$ cat config.mk
export PLATFORM = sky130hd
export DESIGN_NAME = fpu_responder
export DESIGN_NICKNAME = d
export VERILOG_FILES = /design/src/rtl/fpu_responder.sv
export SDC_FILE = /design/constraint.sdc
export NUM_CORES = 1
export LEC_CHECK = 0
export ABC_AREA = 1
export ABC_CLOCK_PERIOD_IN_PS = 7100
export BUFFER_PORTS_ARGS = -buffer_cell sky130_fd_sc_hd__buf_2
export CAP_MARGIN = 20
export CORE_MARGIN = 2
export CORE_UTILIZATION = 35
export CTS_BUF_LIST = sky130_fd_sc_hd__clkbuf_4 sky130_fd_sc_hd__clkbuf_8 sky130_fd_sc_hd__clkbuf_16
export CTS_CLUSTER_SIZE = 25
export DETAILED_ROUTE_END_ITERATION = 12
export SLEW_MARGIN = 10
export SYNTH_ARGS = -nofsm -noshare
export SYNTH_HDL_FRONTEND = slang
export SYNTH_SLANG_ARGS = --single-unit
export TNS_END_PERCENT = 20
$ cat constraint.sdc
create_clock -name clock -period 7.1 [get_ports clock]
set_clock_uncertainty 0.05 [all_clocks]
set_input_delay 0.355 -clock clock [delete_from_list [all_inputs] [get_ports clock]]
set_output_delay 0.355 -clock clock [all_outputs]
set_load 0.02 [all_outputs]
$ cat src/rtl/fpu_responder.sv
// fpu_responder
//   FPU-side end of the arbiter-to-FPU link. An op code and two operands
//   arrive over one 32-bit bus (A in the start cycle, B in the next cycle).
//   The op runs, and a registered result comes back with a one-cycle done pulse.
//   Supported ops: single-precision FMUL, FMIN, FMAX, FABS, FNEG and FSGNJ.
//   FMUL is an iterative shift-add multiplier. It rounds toward zero and
//   flushes subnormals to zero.
//
// Parameters
//   BITS_PER_CYCLE  multiplier bits retired per MUL_ITER cycle (1, 2, 4, 8)
//   CANON_NAN       value returned for every NaN result and for reserved ops
//
// Ports
//   clock      in   1   rising-edge clock
//   reset      in   1   asynchronous active-high reset
//   io_op      in   3   0 idle, 1 FMUL, 2 FMIN, 3 FMAX, 4 FABS, 5 FNEG,
//                       6 FSGNJ, 7 reserved
//   io_ab      in  32   operand A in the start cycle, operand B in the next
//   io_result  out 32   registered result, held until the next write
//   io_done    out  1   one-cycle pulse in the cycle after io_result updates
//   io_busy    out  1   operation in progress (EXEC through DONE)
module fpu_responder #(
    parameter int unsigned BITS_PER_CYCLE = 1,
    parameter logic [31:0] CANON_NAN      = 32'h7FC00000
) (
    input  logic        clock,
    input  logic        reset,
    input  logic [2:0]  io_op,
    input  logic [31:0] io_ab,
    output logic [31:0] io_result,
    output logic        io_done,
    output logic        io_busy
);

    localparam int unsigned ITERS      = 24 / BITS_PER_CYCLE;
    localparam logic [4:0]  ITERS_INIT = 5'(ITERS);

    localparam logic [2:0] OP_FMUL  = 3'd1;
    localparam logic [2:0] OP_FMIN  = 3'd2;
    localparam logic [2:0] OP_FMAX  = 3'd3;
    localparam logic [2:0] OP_FABS  = 3'd4;
    localparam logic [2:0] OP_FNEG  = 3'd5;
    localparam logic [2:0] OP_FSGNJ = 3'd6;

    typedef enum logic [2:0] {
        ST_IDLE,
        ST_GET_B,
        ST_EXEC,
        ST_MUL_ITER,
        ST_NORM,
        ST_DONE
    } state_t;

    state_t             r_state;
    state_t             w_state_next;

    logic [2:0]         r_op;
    logic [31:0]        r_a;
    logic [31:0]        r_b;
    logic [47:0]        r_ma;     // multiplicand, shifted left as bits retire
    logic [23:0]        r_mb;     // multiplier, shifted right as bits retire
    logic [47:0]        r_acc;
    logic [4:0]         r_cnt;
    logic               r_sign;
    logic signed [9:0]  r_exp;
    logic [31:0]        r_result;

    // Operand field decode
    logic        w_a_sign, w_b_sign;
    logic [7:0]  w_a_exp,  w_b_exp;
    logic [22:0] w_a_frac, w_b_frac;
    logic        w_a_nan,  w_b_nan;
    logic        w_a_inf,  w_b_inf;
    logic        w_a_zero, w_b_zero;

    assign w_a_sign = r_a[31];
    assign w_b_sign = r_b[31];
    assign w_a_exp  = r_a[30:23];
    assign w_b_exp  = r_b[30:23];
    assign w_a_frac = r_a[22:0];
    assign w_b_frac = r_b[22:0];
    assign w_a_nan  = (w_a_exp == 8'hFF) && (w_a_frac != '0);
    assign w_b_nan  = (w_b_exp == 8'hFF) && (w_b_frac != '0);
    assign w_a_inf  = (w_a_exp == 8'hFF) && (w_a_frac == '0);
    assign w_b_inf  = (w_b_exp == 8'hFF) && (w_b_frac == '0);
    // Subnormals are flushed, so any zero exponent counts as zero
    assign w_a_zero = (w_a_exp == '0);
    assign w_b_zero = (w_b_exp == '0);

    // FMUL special-case detection and result
    logic              w_mul_sign;
    logic              w_mul_special;
    logic [31:0]       w_mul_special_res;
    logic signed [9:0] w_exp_sum;

    assign w_mul_sign = w_a_sign ^ w_b_sign;
    assign w_exp_sum  = $signed({2'b00, w_a_exp}) + $signed({2'b00, w_b_exp}) - 10'sd127;

    always_comb begin
        w_mul_special     = 1'b1;
        w_mul_special_res = '0;
        if (w_a_nan || w_b_nan) begin
            w_mul_special_res = CANON_NAN;
        end else if ((w_a_inf && w_b_zero) || (w_b_inf && w_a_zero)) begin
            w_mul_special_res = CANON_NAN;
        end else if (w_a_inf || w_b_inf) begin
            w_mul_special_res = {w_mul_sign, 8'hFF, 23'd0};
        end else if (w_a_zero || w_b_zero) begin
            w_mul_special_res = {w_mul_sign, 31'd0};
        end else begin
            w_mul_special     = 1'b0;
        end
    end

    // Total order for FMIN/FMAX. Map each value to an unsigned key: negatives
    // are inverted and positives get the sign bit flipped. With this mapping
    // -0 sorts just below +0.
    logic [31:0] w_a_key, w_b_key;
    logic        w_a_lt_b;

    assign w_a_key  = w_a_sign ? ~r_a : (r_a ^ 32'h80000000);
    assign w_b_key  = w_b_sign ? ~r_b : (r_b ^ 32'h80000000);
    assign w_a_lt_b = (w_a_key < w_b_key);

    logic [31:0] w_min_res, w_max_res;

    always_comb begin
        w_min_res = '0;
        w_max_res = '0;
        if (w_a_nan && w_b_nan) begin
            w_min_res = CANON_NAN;
            w_max_res = CANON_NAN;
        end else if (w_a_nan) begin
            w_min_res = r_b;
            w_max_res = r_b;
        end else if (w_b_nan) begin
            w_min_res = r_a;
            w_max_res = r_a;
        end else begin
            w_min_res = w_a_lt_b ? r_a : r_b;
            w_max_res = w_a_lt_b ? r_b : r_a;
        end
    end

    // Result written in EXEC for everything except a normal FMUL
    logic [31:0] w_exec_result;
    logic        w_exec_mul_normal;

    assign w_exec_mul_normal = (r_op == OP_FMUL) && !w_mul_special;

    always_comb begin
        w_exec_result = CANON_NAN;
        case (r_op)
            OP_FMUL:  w_exec_result = w_mul_special_res;
            OP_FMIN:  w_exec_result = w_min_res;
            OP_FMAX:  w_exec_result = w_max_res;
            OP_FABS:  w_exec_result = {1'b0, r_a[30:0]};
            OP_FNEG:  w_exec_result = {~r_a[31], r_a[30:0]};
            OP_FSGNJ: w_exec_result = {r_b[31], r_a[30:0]};
            default:  w_exec_result = CANON_NAN;
        endcase
    end

    // Shift-add step: add the multiplicand once for each set bit among the
    // BITS_PER_CYCLE low multiplier bits, weighted by the bit position.
    logic [47:0] w_partial;

    always_comb begin
        w_partial = '0;
        for (int unsigned j = 0; j < BITS_PER_CYCLE; j++) begin
            if (r_mb[j]) begin
                w_partial = w_partial + (r_ma << j);
            end
        end
    end

    // Normalisation, plus exponent overflow and underflow handling
    logic signed [9:0] w_norm_exp;
    logic [22:0]       w_norm_mant;
    logic [31:0]       w_norm_result;

    assign w_norm_exp  = r_exp + (r_acc[47] ? 10'sd1 : 10'sd0);
    assign w_norm_mant = r_acc[47] ? r_acc[46:24] : r_acc[45:23];

    always_comb begin
        w_norm_result = {r_sign, w_norm_exp[7:0], w_norm_mant};
        if (w_norm_exp >= 10'sd255) begin
            w_norm_result = {r_sign, 8'hFF, 23'd0};
        end else if (w_norm_exp <= 10'sd0) begin
            w_norm_result = {r_sign, 31'd0};
        end
    end

    // Truncated product bits and the exponent's range bits are not needed in the result
    logic w_unused_bits;
    assign w_unused_bits = ^{r_acc[22:0], w_norm_exp[9:8]};

    // FSM state register
    always_ff @(posedge clock or posedge reset) begin
        if (reset) begin
            r_state <= ST_IDLE;
        end else begin
            r_state <= w_state_next;
        end
    end

    // Next state and status outputs. io_busy is held low in GET_B, so busy
    // rises on the edge after the start edge and falls on the edge that
    // leaves DONE.
    always_comb begin
        w_state_next = r_state;
        io_done      = 1'b0;
        io_busy      = 1'b0;
        case (r_state)
            ST_IDLE: begin
                if (io_op != '0) w_state_next = ST_GET_B;
            end
            ST_GET_B: begin
                w_state_next = ST_EXEC;
            end
            ST_EXEC: begin
                io_busy      = 1'b1;
                w_state_next = w_exec_mul_normal ? ST_MUL_ITER : ST_DONE;
            end
            ST_MUL_ITER: begin
                io_busy = 1'b1;
                if (r_cnt == 5'd1) w_state_next = ST_NORM;
            end
            ST_NORM: begin
                io_busy      = 1'b1;
                w_state_next = ST_DONE;
            end
            ST_DONE: begin
                io_busy      = 1'b1;
                io_done      = 1'b1;
                w_state_next = ST_IDLE;
            end
            default: begin
                w_state_next = ST_IDLE;
            end
        endcase
    end

    // Datapath registers
    always_ff @(posedge clock or posedge reset) begin
        if (reset) begin
            r_op     <= '0;
            r_a      <= '0;
            r_b      <= '0;
            r_ma     <= '0;
            r_mb     <= '0;
            r_acc    <= '0;
            r_cnt    <= '0;
            r_sign   <= 1'b0;
            r_exp    <= '0;
            r_result <= '0;
        end else begin
            case (r_state)
                ST_IDLE: begin
                    if (io_op != '0) begin
                        r_op <= io_op;
                        r_a  <= io_ab;
                    end
                end
                ST_GET_B: begin
                    r_b <= io_ab;
                end
                ST_EXEC: begin
                    if (w_exec_mul_normal) begin
                        r_ma   <= {24'd0, 1'b1, w_a_frac};
                        r_mb   <= {1'b1, w_b_frac};
                        r_acc  <= '0;
                        r_cnt  <= ITERS_INIT;
                        r_sign <= w_mul_sign;
                        r_exp  <= w_exp_sum;
                    end else begin
                        r_result <= w_exec_result;
                    end
                end
                ST_MUL_ITER: begin
                    r_acc <= r_acc + w_partial;
                    r_ma  <= r_ma << BITS_PER_CYCLE;
                    r_mb  <= r_mb >> BITS_PER_CYCLE;
                    r_cnt <= r_cnt - 5'd1;
                end
                ST_NORM: begin
                    r_result <= w_norm_result;
                end
                default: begin
                end
            endcase
        end
    end

    assign io_result = r_result;

endmodule

## After elaboration in Yosys (flattened, before gate mapping)

Index checks and enable logic that the tools add are counted.

| operators by class | value |
|---|---|
| reductions and logical operators | 29 |
| magnitude comparators | 3 |
| multiplexer cells | 40 |
| equality and inequality tests | 18 |
| bitwise gates (word level) | 5 |
| add/subtract/negate cells | 5 |

Operator list:

| kind | number |
|---|---|
| 32-bit two-way mux | 15 |
| 32-bit one-hot mux with 6 select lines | 1 |
| 48-bit one-hot mux with 2 select lines | 2 |
| 48-bit two-way mux | 3 |
| 32-bit NOT | 2 |
| 32-bit one-hot mux with 2 select lines | 1 |
| 31-bit two-way mux | 2 |
| 48-bit adder | 1 |
| 24-bit one-hot mux with 2 select lines | 1 |
| 23-bit zero test | 2 |
| 23-bit nonzero test | 2 |
| 32-bit less-than comparator | 1 |
| 24-bit two-way mux | 1 |
| 23-bit two-way mux | 1 |
| 8-bit == test, second input constant | 2 |
| 8-bit zero test | 2 |
| 3-bit == test, second input constant | 5 |
| 3-bit one-hot mux with 5 select lines | 1 |
| 3-bit by 2-bit == test with 1-bit output, second input constant | 4 |
| 10-bit by 2-bit adder with 10-bit output | 1 |
| 10-bit by 9-bit greater-or-equal comparator with 1-bit output, second input constant | 1 |
| 10-bit by 1-bit <= comparator with 1-bit output, second input constant | 1 |
| 5-bit one-hot mux with 2 select lines | 1 |
| 2-bit AND reduction | 5 |
| 18 further kinds | 42 |

| storage, ports and cells | value |
|---|---|
| output and inout bits | 34 |
| bits of input ports | 37 |
| bits in registers | 238 |
| word-level logic and storage cells | 111 |

## Logic depth before layout (Yosys ltp)

| depth | value |
|---|---|
| word-level depth | 10 |
| depth in mapped cells | 25 |
| mapped depth without buffers | 23 |

## Least setup slack after synthesis

OpenSTA, ideal clock, no wires.

| timing path | value |
|---|---|
| path kind | register to register |
| start point | register r_b[31] |
| end point | register r_result[26], in the netlist io_result[26] |
| cell stages (with the launch flop) | 21 |
| arrival time | 2.795 ns |
| setup slack | 4.138 ns |
| data required time | 6.933 ns |
| clock period less this slack | 2.962 ns |
| path buffers | 4 |
| setup time | 0.117 ns |
| cells stage by stage | dfrtp_1 -> buf_2 -> buf_1 -> xnor2_1 -> ha_1 -> a21oi_1 -> nor2_1 -> a211oi_1 -> nand2_1 -> nand2_1 -> nand2_1 -> nand2_1 -> nand3_1 -> nand2_1 -> buf_4 -> buf_4 -> nand2_1 -> o211ai_1 -> nand3_1 -> nand3_1 -> nand2_1 |

| between the ends | value |
|---|---|
| cells in the longest elaborated chain, start to end | 10 |
| elaborated cells between the ends (all ways) | 15 |
| classes of those cells | 1 x order compare; 12 x mux; 2 x bitwise |

RTL lines:

| item | RTL line | RTL |
|---|---|---|
| start: declaration | 59 | `logic [31:0] r_b;` |
| start signal: assignment | 266 | `r_b <= io_ab;` |
| 1-bit NOT (no source line) or 32-bit NOT (tied branches) | -- |  |
| 32-bit two-way mux * | 122 | `assign w_b_key = w_b_sign ? ~r_b : (r_b ^ 32'h80000000);` |
| 32-bit less-than comparator * | 123 | `assign w_a_lt_b = (w_a_key < w_b_key);` |
| 32-bit two-way mux (on tied branches) | 141, 140 |  |
| 32-bit two-way mux | 136 | `end else if (w_b_nan) begin` |
| 32-bit two-way mux | 133 | `end else if (w_a_nan) begin` |
| 32-bit two-way mux | 130 | `if (w_a_nan && w_b_nan) begin` |
| 32-bit one-hot mux with 6 select lines * | 153 | `case (r_op)` |
| 32-bit two-way mux * | 269 | `if (w_exec_mul_normal) begin` |
| 32-bit one-hot mux with 2 select lines * | 258 | `case (r_state)` |
| end signal: assignment | 277 | `r_result <= w_exec_result;` |
| end signal: assignment | 287 | `r_result <= w_norm_result;` |
| end: declaration | 66 | `logic [31:0] r_result;` |

Mark *: on every way between the ends. The rest lies on a longest branch, timed or not. The select of a mux whose other input is x is not followed.
A chain may end at the register's enable or synchronous reset.

## Worst setup path in the final report

| timing path | value |
|---|---|
| start point | register r_a[31] |
| end point | register r_result[20], in the netlist io_result[20] |

| between the ends | value |
|---|---|
| cells in the longest elaborated chain, start to end | 10 |
| elaborated cells between the ends (all ways) | 15 |
| classes of those cells | 1 x order compare; 12 x mux; 2 x bitwise |

RTL lines:

| item | RTL line | RTL |
|---|---|---|
| start: declaration | 58 | `logic [31:0] r_a;` |
| start signal: assignment | 262 | `r_a <= io_ab;` |
| 1-bit NOT or 32-bit NOT (tied branches) | -- |  |
| 32-bit two-way mux * | 121 | `assign w_a_key = w_a_sign ? ~r_a : (r_a ^ 32'h80000000);` |
| 32-bit less-than comparator * | 123 |  |
| 32-bit two-way mux (on tied branches) | 141, 140 |  |
| 32-bit two-way mux | 136 |  |
| 32-bit two-way mux | 133 |  |
| 32-bit two-way mux | 130 |  |
| 32-bit one-hot mux with 6 select lines * | 153 |  |
| 32-bit two-way mux * | 269 |  |
| 32-bit one-hot mux with 2 select lines * | 258 |  |

Marks and branches as above.

==> impl_metrics.tcl <==
set metrics [dict create \
    reg2reg_from "r_a[31]$_DFFE_PP0P_" \
    r2r_slack_ps 2360 \
    h-tree-depth 1 \
    switching_power_mw 4.99 \
    synth_cell_type_count 47 \
    cpPeakStageDelay_ps 850 \
    initial_core_util_pct 35.4 \
    drive_gt1_share_pct 7.23 \
    final_nets 2521 \
    grt_pass1_vias 15203 \
    hp-class "in2reg" \
    pwr-share-seq_pct 27.1 \
    r2r_cells 18 \
    clock.fmax_ghz 0.211 \
    synth-edff-count 0 \
    hpwlAfterDp_um 36800 \
    ys_async_sr_fraction_pct 100 \
    grt_overflow_total 0 \
    antenna_found_initial 0 \
    cts_tree "done" \
    synth_seq_cells 238 \
    status "finished clean" \
    p_total_mw 9.75 \
    vias 15804 \
    wl_met1_um 23300 \
    clkLatencyLatePin_ps 580 \
    worstSetupPathType "reg2reg" \
    clk_pin_slew_worst_paths_ps 60 \
    final.period_utilization_pct 66.8 \
    postPlaceCellArea_um2 17300 \
    pwr_density_cell_nw_per_um2 526 \
    wl_met2_um 23200 \
    whs_ps 22.7 \
    syn-num-nets 2495 \
    setup_viol 0 \
    fin_area_um2 18600 \
    layout_commonest_cell "nand2_1" \
    worst_setup_path_end_kind "flip-flop" \
    path_max_fanout 39 \
    layout_common_cells "nand2_1, inv_1, dfrtp_1, nor2_1, o21ai_0" \
    critical_path.most_common_cell "nand2_1" \
    path_buf_inv 2 \
    rsz0062_at_grt "false" \
    design.core.area_um2 46600 \
    finalCriticalPeriod_ps 4740 \
    path_depth 18 \
    n_antenna_cell 0 \
    rows 79 \
    endpoint "io_result[20]$_DFFE_PP0P_" \
    first_pass_iters 7 \
    drv_cap 0 \
    fin_setup_tns_ps 0 \
    grt_max_degree 119 \
    syn_area_per_cell_um2 6.99 \
    wl_per_cell_um 17.0 \
    worst_pin_slew_ps 1130 \
    worstPathRequired_ps 7520 \
    ir_drop_uv 317 \
    die-area_um2 48800 \
    finalMaxSlewViolations 0 \
    wl_met3_um 3160 \
    cts_buffer_depth 3 \
    gp_congestion 0.879 \
    pwr-share-comb_pct 56.0 \
    drc 0 \
    routed_wl_um 51400 \
    hold_violations 0 \
    highest_layer "met4" \
    r2r_end "io_result[20]$_DFFE_PP0P_" \
    fp.dieH_um 221 \
    arrival_ps 5160 \
    crit_path_cell_trace "buf_4 -> xor2_1 -> ha_1 -> a21oi_1 -> o21ai_0 -> nand2_1 -> o211ai_1 -> a21oi_1 -> nand3_1 -> nand2_1 -> buf_4 -> nand2_1 -> nand3_1 -> nand2_1 -> nand2_1 -> nand2_1 -> nand2_1 -> a21oi_1" \
    cts_buffers 29 \
    sw_frac_of_total_pct 51.1 \
    drtIter0Drc 1213 \
    crit_start "r_a[31]$_DFFE_PP0P_" \
    grt_pass1_wl_um 83400 \
    yosysWarnings 0 \
    root_buffer "clkbuf_16" \
    finalNonFillerCells 3015 \
    postCtsSetupRepairBufs 0 \
    cts_resized 0 \
    power.internal_mw 4.77 \
    numPortBuffers 70 \
    via_per_inst 5.24 \
    die_x_um 221 \
    syn-instance-count 2359 \
    syn-cell-area_um2 16500 \
    slew_headroom_pct 24.4 \
    clkSinkCount 238 \
    postCtsHoldBufs 17 \
    syn_to_final_growth_pct 12.6 \
    ys_seq_area_share_pct 36.1 \
    start_kind "flip-flop" \
    slowest_stage "nand3_1" \
    postRouteAntennaNets 0 \
    track_usage_pct 20.8 \
    ios 71 \
    clock_power_share_pct 16.9 \
    dp_cells 2942 \
    static-leakage-power_nw 9.46 \
    crit_family "simple AND/OR/NAND/NOR gates" \
    synth_ff_type "dfrtp_1" \
]
==> layer usage <==
layer  track usage [%]  vias to the layer above
met4              7.25                        0
met2              33.7                      505
met3              2.68                       91
li1                  -                     7768
met5                 0                        -
met1              28.7                     7440
==> metrics by stage <==
| step | utilization (%) | setup WS [ps] |
|---|---|---|
| after CTS | 39.8 | 2390 |
| final | 39.9 | 2360 |
| after global placement | 37.1 | 2460 |
| after detailed placement | 37.2 | 2410 |
| after global routing | 39.9 | 1970 |
| after floorplan | - | 164 |
==> power groups by stage <==
| stage | logic (mW) | registers (mW) | clock network [mW] |
|---|---|---|---|
| final | 5.46 | 2.64 | 1.65 |
| after global routing | 6.20 | 2.71 | 1.74 |
| after CTS | 5.43 | 2.63 | 1.68 |
| after detailed placement | 5.39 | 2.65 | 0 |
| after global placement | 5.30 | 2.63 | 0 |
| after floorplan | 4.03 | 2.43 | 0 |
==> cells by family after synthesis <==
| group | count (synthesis) | share of synthesized area, % |
|---|---|---|
| and+or+nand+nor | 1069 | 26.5 |
| AOI/OAI and AO/OA | 479 | 16.3 |
| buffers and inverters | 396 | 9.40 |
| DFF | 238 | 36.1 |
| adders and majority gates | 99 | 7.61 |
| xor gates and xnor gates | 78 | 4.14 |
==> layout make-up <==
| type | instances | area, um^2 |
|---|---|---|
| clock buffers | 34 | 782 |
| well taps | 607 | 759 |
| inverters | 286 | 1080 |
| multi-input cells | 1725 | 9000 |
| fillers | 4899 | 28000 |
| clock inverters | 20 | 269 |
| flip-flops and latches | 238 | 5960 |
| repair buffers | 105 | 708 |
==> synthesized netlist by cell type (3+ instances only) <==
cell / count / area share (%)
a31oi_1: 50 / 1.9
nor2_1: 228 / 5.2
and2_1: 3 / 0.11
o221ai_1: 3 / 0.16
buf_1: 8 / 0.18
o21a_1: 5 / 0.23
nand2_1: 631 / 14
clkbuf_1: 75 / 1.7
inv_2: 7 / 0.16
o21ai_0: 200 / 6.1
or2_2: 6 / 0.23
dfrtp_1: 238 / 36
nand2_2: 3 / 0.11
a21oi_1: 138 / 4.2
nor4_1: 3 / 0.11
buf_4: 11 / 0.50
nor3_1: 19 / 0.58
o21bai_1: 4 / 0.18
nand4_1: 19 / 0.72
o211ai_1: 29 / 1.3
buf_2: 16 / 0.49
inv_1: 278 / 6.3
xor2_1: 44 / 2.3
ha_1: 97 / 7.4
nand3_1: 147 / 4.5
a21o_1: 6 / 0.27
nand3b_1: 4 / 0.18
a32o_1: 4 / 0.24
o22ai_1: 27 / 1.0
xnor2_1: 34 / 1.8
==> worst reg2reg max path: stages (launching register included) <==
cell      delay, ps
dfrtp_1         660
buf_4           490
xor2_1          260
ha_1            280
a21oi_1         150
o21ai_0         160
nand2_1         110
o211ai_1         90
a21oi_1         220
nand3_1         850
nand2_1         260
buf_4           430
nand2_1         100
nand3_1          80
nand2_1          60
nand2_1          70
nand2_1          70
nand2_1         140
a21oi_1          90
==> sequential cells by signal, indices dropped and copies added (netlist names) <==
name,cells
io_result,32
r_a,32
r_acc,48
r_b,32
r_cnt,5
r_exp,10
r_ma,48
r_mb,24
r_op,3
r_sign,1
r_state,3
==> worst min-delay path by stage <==
stage / startpoint / endpoint / slack [ps] / cells after the start
after floorplan: r_cnt[4]$_DFFE_PP0P_ / r_cnt[4]$_DFFE_PP0P_ / 390 / 1
after global placement: r_cnt[4]$_DFFE_PP0P_ / r_cnt[4]$_DFFE_PP0P_ / 420 / 1
after detailed placement: r_cnt[4]$_DFFE_PP0P_ / r_cnt[4]$_DFFE_PP0P_ / 420 / 1
after CTS: io_ab[7] / r_b[7]$_DFFE_PP0P_ / 4 / 3
after global routing: io_ab[2] / r_b[2]$_DFFE_PP0P_ / 30 / 3
final: io_ab[1] / r_a[1]$_DFFE_PP0P_ / 20 / 3
No activity file was read; power rests on OpenSTA's default activity.
